**src/rtl/axi_rd_arbiter_rr_pkg.sv**
```systemverilog
// Shared AXI read-side types and the arbiter's one-hot state encoding.
package axi_rd_arbiter_rr_pkg;

    typedef enum logic [1:0] {
        AXI_RESP_OKAY   = 2'b00,
        AXI_RESP_EXOKAY = 2'b01,
        AXI_RESP_SLVERR = 2'b10,
        AXI_RESP_DECERR = 2'b11
    } axi_resp_t;

    localparam int unsigned ARB_STATE_W = 3;

    typedef enum logic [ARB_STATE_W-1:0] {
        ARB_IDLE = 3'b001,
        ARB_AR   = 3'b010,
        ARB_R    = 3'b100
    } arb_state_e;

endpackage

```
**src/rtl/axi_rd_arbiter_rr_pick.sv**
```systemverilog
// Round-robin picker: first set request at or above ptr, wrapping past the top slot.
module axi_rd_arbiter_rr_pick #(
    parameter int unsigned NR_MST = 2,
    parameter int unsigned PTR_W  = (NR_MST > 1) ? $clog2(NR_MST) : 1
) (
    input  logic [NR_MST-1:0] req,
    input  logic [PTR_W-1:0]  ptr,
    output logic [PTR_W-1:0]  winner,
    output logic              any
);

    logic [PTR_W-1:0] cand;

    always_comb begin
        winner = '0;
        any    = 1'b0;
        cand   = '0;
        for (int unsigned i = 0; i < NR_MST; i++) begin
            cand = PTR_W'((32'(ptr) + i) % NR_MST);
            if (!any && req[cand]) begin
                winner = cand;
                any    = 1'b1;
            end
        end
    end

endmodule

```
**src/rtl/axi_rd_arbiter_rr.sv**
```systemverilog
// N-to-1 AXI read-channel arbiter; round-robin grant held from AR issue until the R last beat.
module axi_rd_arbiter_rr
    import axi_rd_arbiter_rr_pkg::*;
#(
    parameter  int unsigned NR_MST = 2,
    parameter  int unsigned ADDR_W = 32,
    parameter  int unsigned DATA_W = 32,
    parameter  int unsigned LEN_W  = 8,
    localparam int unsigned PTR_W  = (NR_MST > 1) ? $clog2(NR_MST) : 1
) (
    input  logic                     clk_i,
    input  logic                     rst_i,

    input  logic [NR_MST-1:0]        slv_ar_valid_i,
    input  logic [NR_MST*ADDR_W-1:0] slv_ar_addr_i,
    input  logic [NR_MST*LEN_W-1:0]  slv_ar_len_i,
    output logic [NR_MST-1:0]        slv_ar_ready_o,
    output logic [NR_MST-1:0]        slv_r_valid_o,
    output logic [DATA_W-1:0]        slv_r_data_o,
    output axi_resp_t                slv_r_resp_o,
    output logic                     slv_r_last_o,
    input  logic [NR_MST-1:0]        slv_r_ready_i,

    output logic                     mst_ar_valid_o,
    output logic [ADDR_W-1:0]        mst_ar_addr_o,
    output logic [LEN_W-1:0]         mst_ar_len_o,
    input  logic                     mst_ar_ready_i,
    input  logic                     mst_r_valid_i,
    input  logic [DATA_W-1:0]        mst_r_data_i,
    input  axi_resp_t                mst_r_resp_i,
    input  logic                     mst_r_last_i,
    output logic                     mst_r_ready_o,

    output logic [PTR_W-1:0]         grant_o,
    output logic                     busy_o
);

    arb_state_e       state;
    logic [PTR_W-1:0] rr_ptr;
    logic [PTR_W-1:0] grant_q;
    logic [PTR_W-1:0] winner;
    logic             any_req;
    logic             ar_hs;
    logic             r_last_hs;

    axi_rd_arbiter_rr_pick #(
        .NR_MST (NR_MST),
        .PTR_W  (PTR_W)
    ) u_rr_pick (
        .req    (slv_ar_valid_i),
        .ptr    (rr_ptr),
        .winner (winner),
        .any    (any_req)
    );

    // Handshake routing is a pure decode of the locked grant, so reset silences it at once.
    always_comb begin
        slv_ar_ready_o = '0;
        slv_r_valid_o  = '0;
        mst_ar_valid_o = 1'b0;
        mst_r_ready_o  = 1'b0;
        case (state)
            ARB_AR: begin
                mst_ar_valid_o          = slv_ar_valid_i[grant_q];
                slv_ar_ready_o[grant_q] = mst_ar_ready_i;
            end
            ARB_R: begin
                slv_r_valid_o[grant_q] = mst_r_valid_i;
                mst_r_ready_o          = slv_r_ready_i[grant_q];
            end
            default: ;
        endcase
    end

    assign mst_ar_addr_o = slv_ar_addr_i[32'(grant_q)*ADDR_W +: ADDR_W];
    assign mst_ar_len_o  = slv_ar_len_i[32'(grant_q)*LEN_W +: LEN_W];
    assign slv_r_data_o  = mst_r_data_i;
    assign slv_r_resp_o  = mst_r_resp_i;
    assign slv_r_last_o  = mst_r_last_i;
    assign grant_o       = grant_q;
    assign busy_o        = (state != ARB_IDLE);

    assign ar_hs     = mst_ar_valid_o & mst_ar_ready_i;
    assign r_last_hs = mst_r_valid_i & mst_r_ready_o & mst_r_last_i;

    // Arbitrate only from IDLE; the pointer moves past the winner once its burst retires.
    always_ff @(posedge clk_i or posedge rst_i) begin
        if (rst_i) begin
            state   <= ARB_IDLE;
            rr_ptr  <= '0;
            grant_q <= '0;
        end else begin
            case (state)
                ARB_IDLE: begin
                    if (any_req) begin
                        grant_q <= winner;
                        state   <= ARB_AR;
                    end
                end
                ARB_AR: begin
                    if (ar_hs) begin
                        state <= ARB_R;
                    end
                end
                ARB_R: begin
                    if (r_last_hs) begin
                        state  <= ARB_IDLE;
                        rr_ptr <= (grant_q == PTR_W'(NR_MST - 1)) ? '0 : grant_q + 1'b1;
                    end
                end
                default: state <= ARB_IDLE;
            endcase
        end
    end

endmodule

```
**config.mk**
```make
export PLATFORM = sky130hd
export DESIGN_NAME = axi_rd_arbiter_rr
export DESIGN_NICKNAME = d
export VERILOG_FILES = /design/src/rtl/axi_rd_arbiter_rr_pkg.sv /design/src/rtl/axi_rd_arbiter_rr_pick.sv /design/src/rtl/axi_rd_arbiter_rr.sv
export SDC_FILE = /design/constraint.sdc
export NUM_CORES = 1
export LEC_CHECK = 0
export CAP_MARGIN = 10
export CORE_ASPECT_RATIO = 0.5
export CORE_MARGIN = 2
export CORE_UTILIZATION = 22
export DETAILED_ROUTE_END_ITERATION = 10
export PLACE_DENSITY = 0.95
export SYNTH_ARGS = -nofsm -noshare
export SYNTH_HDL_FRONTEND = slang
export SYNTH_HIERARCHICAL = 1
export SYNTH_SLANG_ARGS = --single-unit
```
**constraint.sdc**
```tcl
create_clock -name clk_i -period 3 [get_ports clk_i]
set_input_delay 0.6 -clock clk_i [delete_from_list [all_inputs] [get_ports clk_i]]
set_output_delay 0.6 -clock clk_i [all_outputs]
set_load 0.05 [all_outputs]
```
==> flow_metrics.env, run 1 <==
export IMPL_ios=206
export IMPL_crit_fanout=42
export IMPL_drive_gt1_frac=0.0685
export IMPL_min_from="state[2]$_DFFE_PP0P_"
export IMPL_synth_async_reset_ratio=1.00
export IMPL_via_count=1194
export IMPL_place_hpwl_mm=4.26
export IMPL_area_growth_pct=111
export IMPL_antenna_found_initial=0
export IMPL_swShare=0.571
export IMPL_status="finished clean"
export IMPL_critical_path_buf_inv_count=1
export IMPL_ys_seq_elements=5
export IMPL_n_antenna_cell=0
export IMPL_tns_ps=0
export IMPL_worstSetupPathType="register to primary output"
export IMPL_fin_crit_sh=0.909
export IMPL_syn_avg_cell_area_sq_um=9.26
export IMPL_port_buffers=137
export IMPL_final_core_util=0.499
export IMPL_wl_per_cell_um=17.1
export IMPL_slew_headroom=0.647
export IMPL_grt_pass1_wl_mm=6.73
export IMPL_core_sq_um=4570
export IMPL_startpoint_type="register"
export IMPL_hp_class="register to register"
export IMPL_path_cells="mux2_1 > clkdlybuf4s50_1"
export IMPL_ctsHoldBuffers=0
export IMPL_fin_worst_skew_ps=2.02
export IMPL_die_w_um=103
export IMPL_slowest_delay_ps=760
export IMPL_rsz0062_at_grt="no"
export IMPL_place_congestion=0.761
export IMPL_final_max_slew_viol_count=0
export IMPL_drv_cap=0
export IMPL_numCtsBuffers=3
export IMPL_synthCells=117
export IMPL_power_frac_clock=0.068
export IMPL_grt_max_degree=43
export IMPL_clk_latency_ps=220
export IMPL_drtAntennaViolNets=0
export IMPL_die_y_um=53.6
export IMPL_rows=17
export IMPL_cp_arrival_ps=2130
export IMPL_yosys_area_top_type="mux2_1"
export IMPL_fmax_mhz=367
export IMPL_grt_overflow_total=0
export IMPL_total_power_mw=1.87
export IMPL_worstReg2RegStart="grant_o$_DFFE_PP0P_"
export IMPL_ys_warn_count=6
export IMPL_routed_wirelength_mm=4.87
export IMPL_syn_nets=240
export IMPL_tightest_slew_ps=529
export IMPL_dr_pass1_iters=4
export IMPL_cts_resized=0
export IMPL_synth_distinct_cells=24
export IMPL_cts_setup_buffers=0
export IMPL_power_frac_seq=0.125
export IMPL_synth_seq_area_share=0.117
export IMPL_setup_viol=0
export IMPL_critPathCaptureType="primary output"
export IMPL_vdd_drop_max_uv=378
export IMPL_power_frac_comb=0.807
export IMPL_layout_commonest_cell="clkdlybuf4s50_1"
export IMPL_synth_ff_type="dfrtp_1"
export IMPL_power_leakage_nw=0.905
export IMPL_critical_path_top_delay_family="flip-flops"
export IMPL_netSwitchingPower_mw=1.07
export IMPL_initial_core_util=0.237
export IMPL_worstPathRequired_ps=2400
export IMPL_htreeDepth=1
export IMPL_drtIter0Drc=9
export IMPL_fin_nets=343
export IMPL_synth_top_area_frac=0.426
export IMPL_final_cell_mix="clkdlybuf4s50_1 (131), mux2_1 (41), buf_4 (7)"
export IMPL_power_density_nw_per_um2=820
export IMPL_nFillCells=398
export IMPL_synth_edf_count=0
export IMPL_track_usage=0.167
export IMPL_yosys_top_cells_area="mux2_1 (43%), buf_4 (26%), dfrtp_1 (9.2%), dfstp_2 (2.4%), mux2i_1 (1.8%)"
export IMPL_internal_power_mw=0.803
export IMPL_crit_start="grant_o$_DFFE_PP0P_"
export IMPL_grt_pass1_vias=1249
export IMPL_cts_tree="done"
export IMPL_cts_buffer_depth=2
export IMPL_final_hold_viol_count=0
export IMPL_dieArea_sq_um=5540
export IMPL_period_needed_ps=2730
export IMPL_root_buffer="clkbuf_8"
export IMPL_vias_per_cell=4.19
export IMPL_slowest_stage="dfrtp_4"
export IMPL_clkTransAtPathRegs_ps=40
export IMPL_synth_area_sq_um=1080
export IMPL_drc=0
export IMPL_cts_sink_count=5
[logic make-up (layout without fill, tap and decap cells)]
family	after synthesis	after routing	share of synthesized area
multiplexers	44	44	0.455
AO/OA/AOI/OAI	5	5	0.0312
buffers and inverters	44	146	0.286
flip-flops	5	5	0.117
AND/OR/NAND/NOR	19	19	0.111
[registers in the layout, indices dropped and copies added (netlist names)]
| signal | count |
|---|---|
| state | 3 |
| grant_o | 1 |
| rr_ptr | 1 |
[area by class of cell]
cell class              count  area (sq um)  area share
well taps                  66          82.6      0.0362
repair buffers            138          1360       0.597
inverters                   4          15.0     0.00658
clock buffers               4          45.0      0.0197
multi-input cells          68           647       0.283
flip-flops and latches      5           130      0.0570
[cells in the mapped netlist, types with 2 or more instances]
cell	count
nor2b_1	2
dfrtp_1	4
inv_1	4
nand2_1	3
nor2_1	4
buf_2	2
buf_4	38
mux2_1	41
and3_1	3
mux2i_1	2
[final timing paths]
kind                                         to  slack [ps]  cells after the start
hold reg to reg            state[1]$_DFFE_PP0P_         500                      1
hold / removal             state[1]$_DFFE_PP0P_         500                      1
setup reg to reg             rr_ptr$_DFFE_PP0P_        1250                      4
setup / recovery                mst_ar_len_o[1]         270                      2
min in group asynchronous  state[1]$_DFFE_PP0P_         590                      2
max in group asynchronous  state[0]$_DFFE_PP1P_        2170                      2
[per-stage QoR]
step	area, sq um	worst slack [ps]	hold WS, ps	cells
floorplan	1080	682	378	117
global placement	2240	342	472	281
detailed placement	2240	303	496	281
CTS	2280	64.1	500	285
global route	2280	213	528	285
finish	2280	272	501	285
[per-layer routing]
metal / vias to the layer above / track usage / part of all wire
li1: 572 / - / -
met1: 570 / 0.193 / 0.41
met2: 46 / 0.320 / 0.54
met3: 6 / 0.0351 / 0.046
met4: 0 / 0.0461 / 0.0099
met5: - / 0 / 0
[power by group through the flow]
stage / sequential, mW / combinational [mW] / clock (mW)
after floorplan: 0.153 / 1.19 / 0
after global placement: 0.225 / 1.50 / 0
after detailed placement: 0.235 / 1.52 / 0
after CTS: 0.234 / 1.53 / 0.127
after global routing: 0.248 / 1.57 / 0.131
final: 0.234 / 1.51 / 0.127
No activity file was read; power rests on OpenSTA's default activity.
==> inputs of run 2 (changes only) <==
Settings changed: CORE_UTILIZATION 22 to 21, PLACE_DENSITY 0.95 to 0.93, SYNTH_HIERARCHICAL 1 to unset.
Clock period 3 ns to 3.2 ns, I/O delays scaled along.
==> flow_metrics.env, run 2 <==
export IMPL_status="finished clean"
export IMPL_die_y_um=54.0
export IMPL_wl_per_cell_um=15.1
export IMPL_grt_pass1_vias=1164
export IMPL_final_max_slew_viol_count=0
export IMPL_grt_pass1_wl_mm=6.09
export IMPL_yosys_top_cells_area="mux2_2 (43%), buf_4 (25%), dfrtp_1 (9.5%), dfstp_2 (2.5%), buf_2 (2.4%)"
export IMPL_vias_per_cell=4.10
export IMPL_final_core_util=0.469
export IMPL_via_count=1181
export IMPL_synth_area_sq_um=1050
export IMPL_place_congestion=0.733
export IMPL_cts_tree="done"
export IMPL_power_frac_clock=0.064
export IMPL_drv_cap=0
export IMPL_final_hold_viol_count=0
export IMPL_ys_warn_count=0
export IMPL_ios=206
export IMPL_ys_seq_elements=5
export IMPL_core_sq_um=4860
export IMPL_clkTransAtPathRegs_ps=30
export IMPL_n_antenna_cell=0
export IMPL_swShare=0.547
export IMPL_synth_top_area_frac=0.430
export IMPL_critPathCaptureType="primary output"
export IMPL_slew_headroom=0.625
export IMPL_initial_core_util=0.216
export IMPL_grt_overflow_total=0
export IMPL_drc=0
export IMPL_power_leakage_nw=0.860
export IMPL_fin_worst_skew_ps=1.33
export IMPL_cts_buffer_depth=2
export IMPL_cp_arrival_ps=2120
export IMPL_min_from="rr_ptr$_DFFE_PP0P_"
export IMPL_fin_nets=342
export IMPL_startpoint_type="primary input"
export IMPL_fin_crit_sh=0.864
export IMPL_final_cell_mix="clkdlybuf4s50_1 (135), mux2_2 (40), nand2_1 (4), nor2_1 (4)"
export IMPL_clk_latency_ps=220
export IMPL_syn_nets=239
export IMPL_die_w_um=104
export IMPL_cts_sink_count=5
export IMPL_vdd_drop_max_uv=268
export IMPL_worstReg2RegStart="grant_o$_DFFE_PP0P_"
export IMPL_worstSetupPathType="primary input to primary output"
export IMPL_hold_end="rr_ptr$_DFFE_PP0P_"
export IMPL_internal_power_mw=0.817
export IMPL_fmax_mhz=362
export IMPL_drive_gt1_frac=0.229
export IMPL_ctsHoldBuffers=0
export IMPL_routed_wirelength_mm=4.35
export IMPL_rows=18
export IMPL_synth_distinct_cells=19
export IMPL_reg2reg_slack_ps=1770
export IMPL_drtAntennaViolNets=0
export IMPL_tns_ps=0
export IMPL_synth_seq_area_share=0.121
export IMPL_syn_avg_cell_area_sq_um=9.04
export IMPL_grt_max_degree=50
export IMPL_layout_commonest_cell="clkdlybuf4s50_1"
export IMPL_largest_register="state"
export IMPL_r2r_end="state[0]$_DFFE_PP1P_"
export IMPL_largest_reg_flops=3
export IMPL_holdPathStages=2
export IMPL_yosys_area_top_type="mux2_2"
export IMPL_worstPathRequired_ps=2560
export IMPL_power_frac_comb=0.866
export IMPL_track_usage=0.138
export IMPL_htreeDepth=1
export IMPL_cts_setup_buffers=0
export IMPL_area_growth_pct=118
export IMPL_power_density_nw_per_um2=792
export IMPL_synth_ff_type="dfrtp_1"
export IMPL_synth_edf_count=0
export IMPL_dr_pass1_iters=4
export IMPL_period_needed_ps=2760
export IMPL_numCtsBuffers=3
export IMPL_tightest_slew_ps=560
export IMPL_synth_most_common_cell="mux2_2"
export IMPL_root_buffer="clkbuf_8"
export IMPL_drtIter0Drc=31
export IMPL_dpl_worst_slack_ps=429
export IMPL_antenna_found_initial=0
export IMPL_dieArea_sq_um=5610
export IMPL_power_frac_seq=0.070
export IMPL_place_hpwl_mm=3.64
export IMPL_rsz0062_at_grt="no"
export IMPL_cts_resized=0
export IMPL_setup_ws_ps=436
export IMPL_worst_r2r_path_depth=4
export IMPL_synthCells=116
export IMPL_port_buffers=137
export IMPL_setup_viol=0
export IMPL_crit_fanout=4
export IMPL_whs_ps=499
export IMPL_synth_async_reset_ratio=1.00
export IMPL_hp_class="register to register"
export IMPL_netSwitchingPower_mw=0.989
export IMPL_ys_top_cells_by_count="mux2_2 (40), buf_4 (35), buf_2 (5)"
==> run 2: per-stage QoR <==
stage                     total power, mW  instance area (sq um)  instances
after detailed placement             1.69                   2240        284
after CTS                            1.82                   2280        288
final                                1.81                   2280        288
after global placement               1.67                   2240        284
after floorplan                      1.30                   1050        116
after global routing                 1.88                   2280        288
==> run 2: worst max path at each step <==
stage | endpoint | from
6_report | mst_r_ready_o | slv_r_ready_i[1]
5_1_grt | mst_r_ready_o | slv_r_ready_i[1]
4_1_cts | mst_r_ready_o | slv_r_ready_i[0]
3_5_place_dp | mst_r_ready_o | slv_r_ready_i[0]
3_3_place_gp | mst_r_ready_o | slv_r_ready_i[0]
2_1_floorplan | slv_ar_ready_o[0] | grant_o$_DFFE_PP0P_
==> run 2: power by group through the flow <==
stage          clock [mW]  sequential, mW  combinational, mW
3_5_place_dp            0           0.126               1.57
6_report            0.116           0.126               1.56
5_1_grt             0.122           0.132               1.63
2_1_floorplan           0           0.141               1.16
4_1_cts             0.118           0.125               1.57
3_3_place_gp            0           0.121               1.55
==> run 2: cell type report <==
type,instances,area [sq um]
multi-input combinational,68,623
timing repair buffer,138,1390
fill,462,2580
inverter,3,11.3
sequential,5,128
tap,70,87.6
clock buffer,4,45.0
==> run 2: kinds of logic (layout without fill, tap and decap cells) <==
kind of cell | after synthesis | after routing | synth area share
mux | 42 | 42 | 0.449
flops | 5 | 5 | 0.121
buf+inv | 43 | 145 | 0.285
simple gates | 18 | 18 | 0.0967
compound gates | 8 | 8 | 0.0489
==> run 2: per-layer routing <==
metal	vias to the layer above	share of wire	GRT usage
met1	531	0.40	0.157
met4	0	0.0051	0.0383
li1	578	-	-
met5	-	0	0
met3	4	0.078	0.0472
met2	68	0.52	0.258
==> run 2: critical path, stage by stage <==
cell,delay [ps]
clkdlybuf4s50_1,460
mux2i_1,110
nor2_1,110
clkdlybuf4s50_1,800
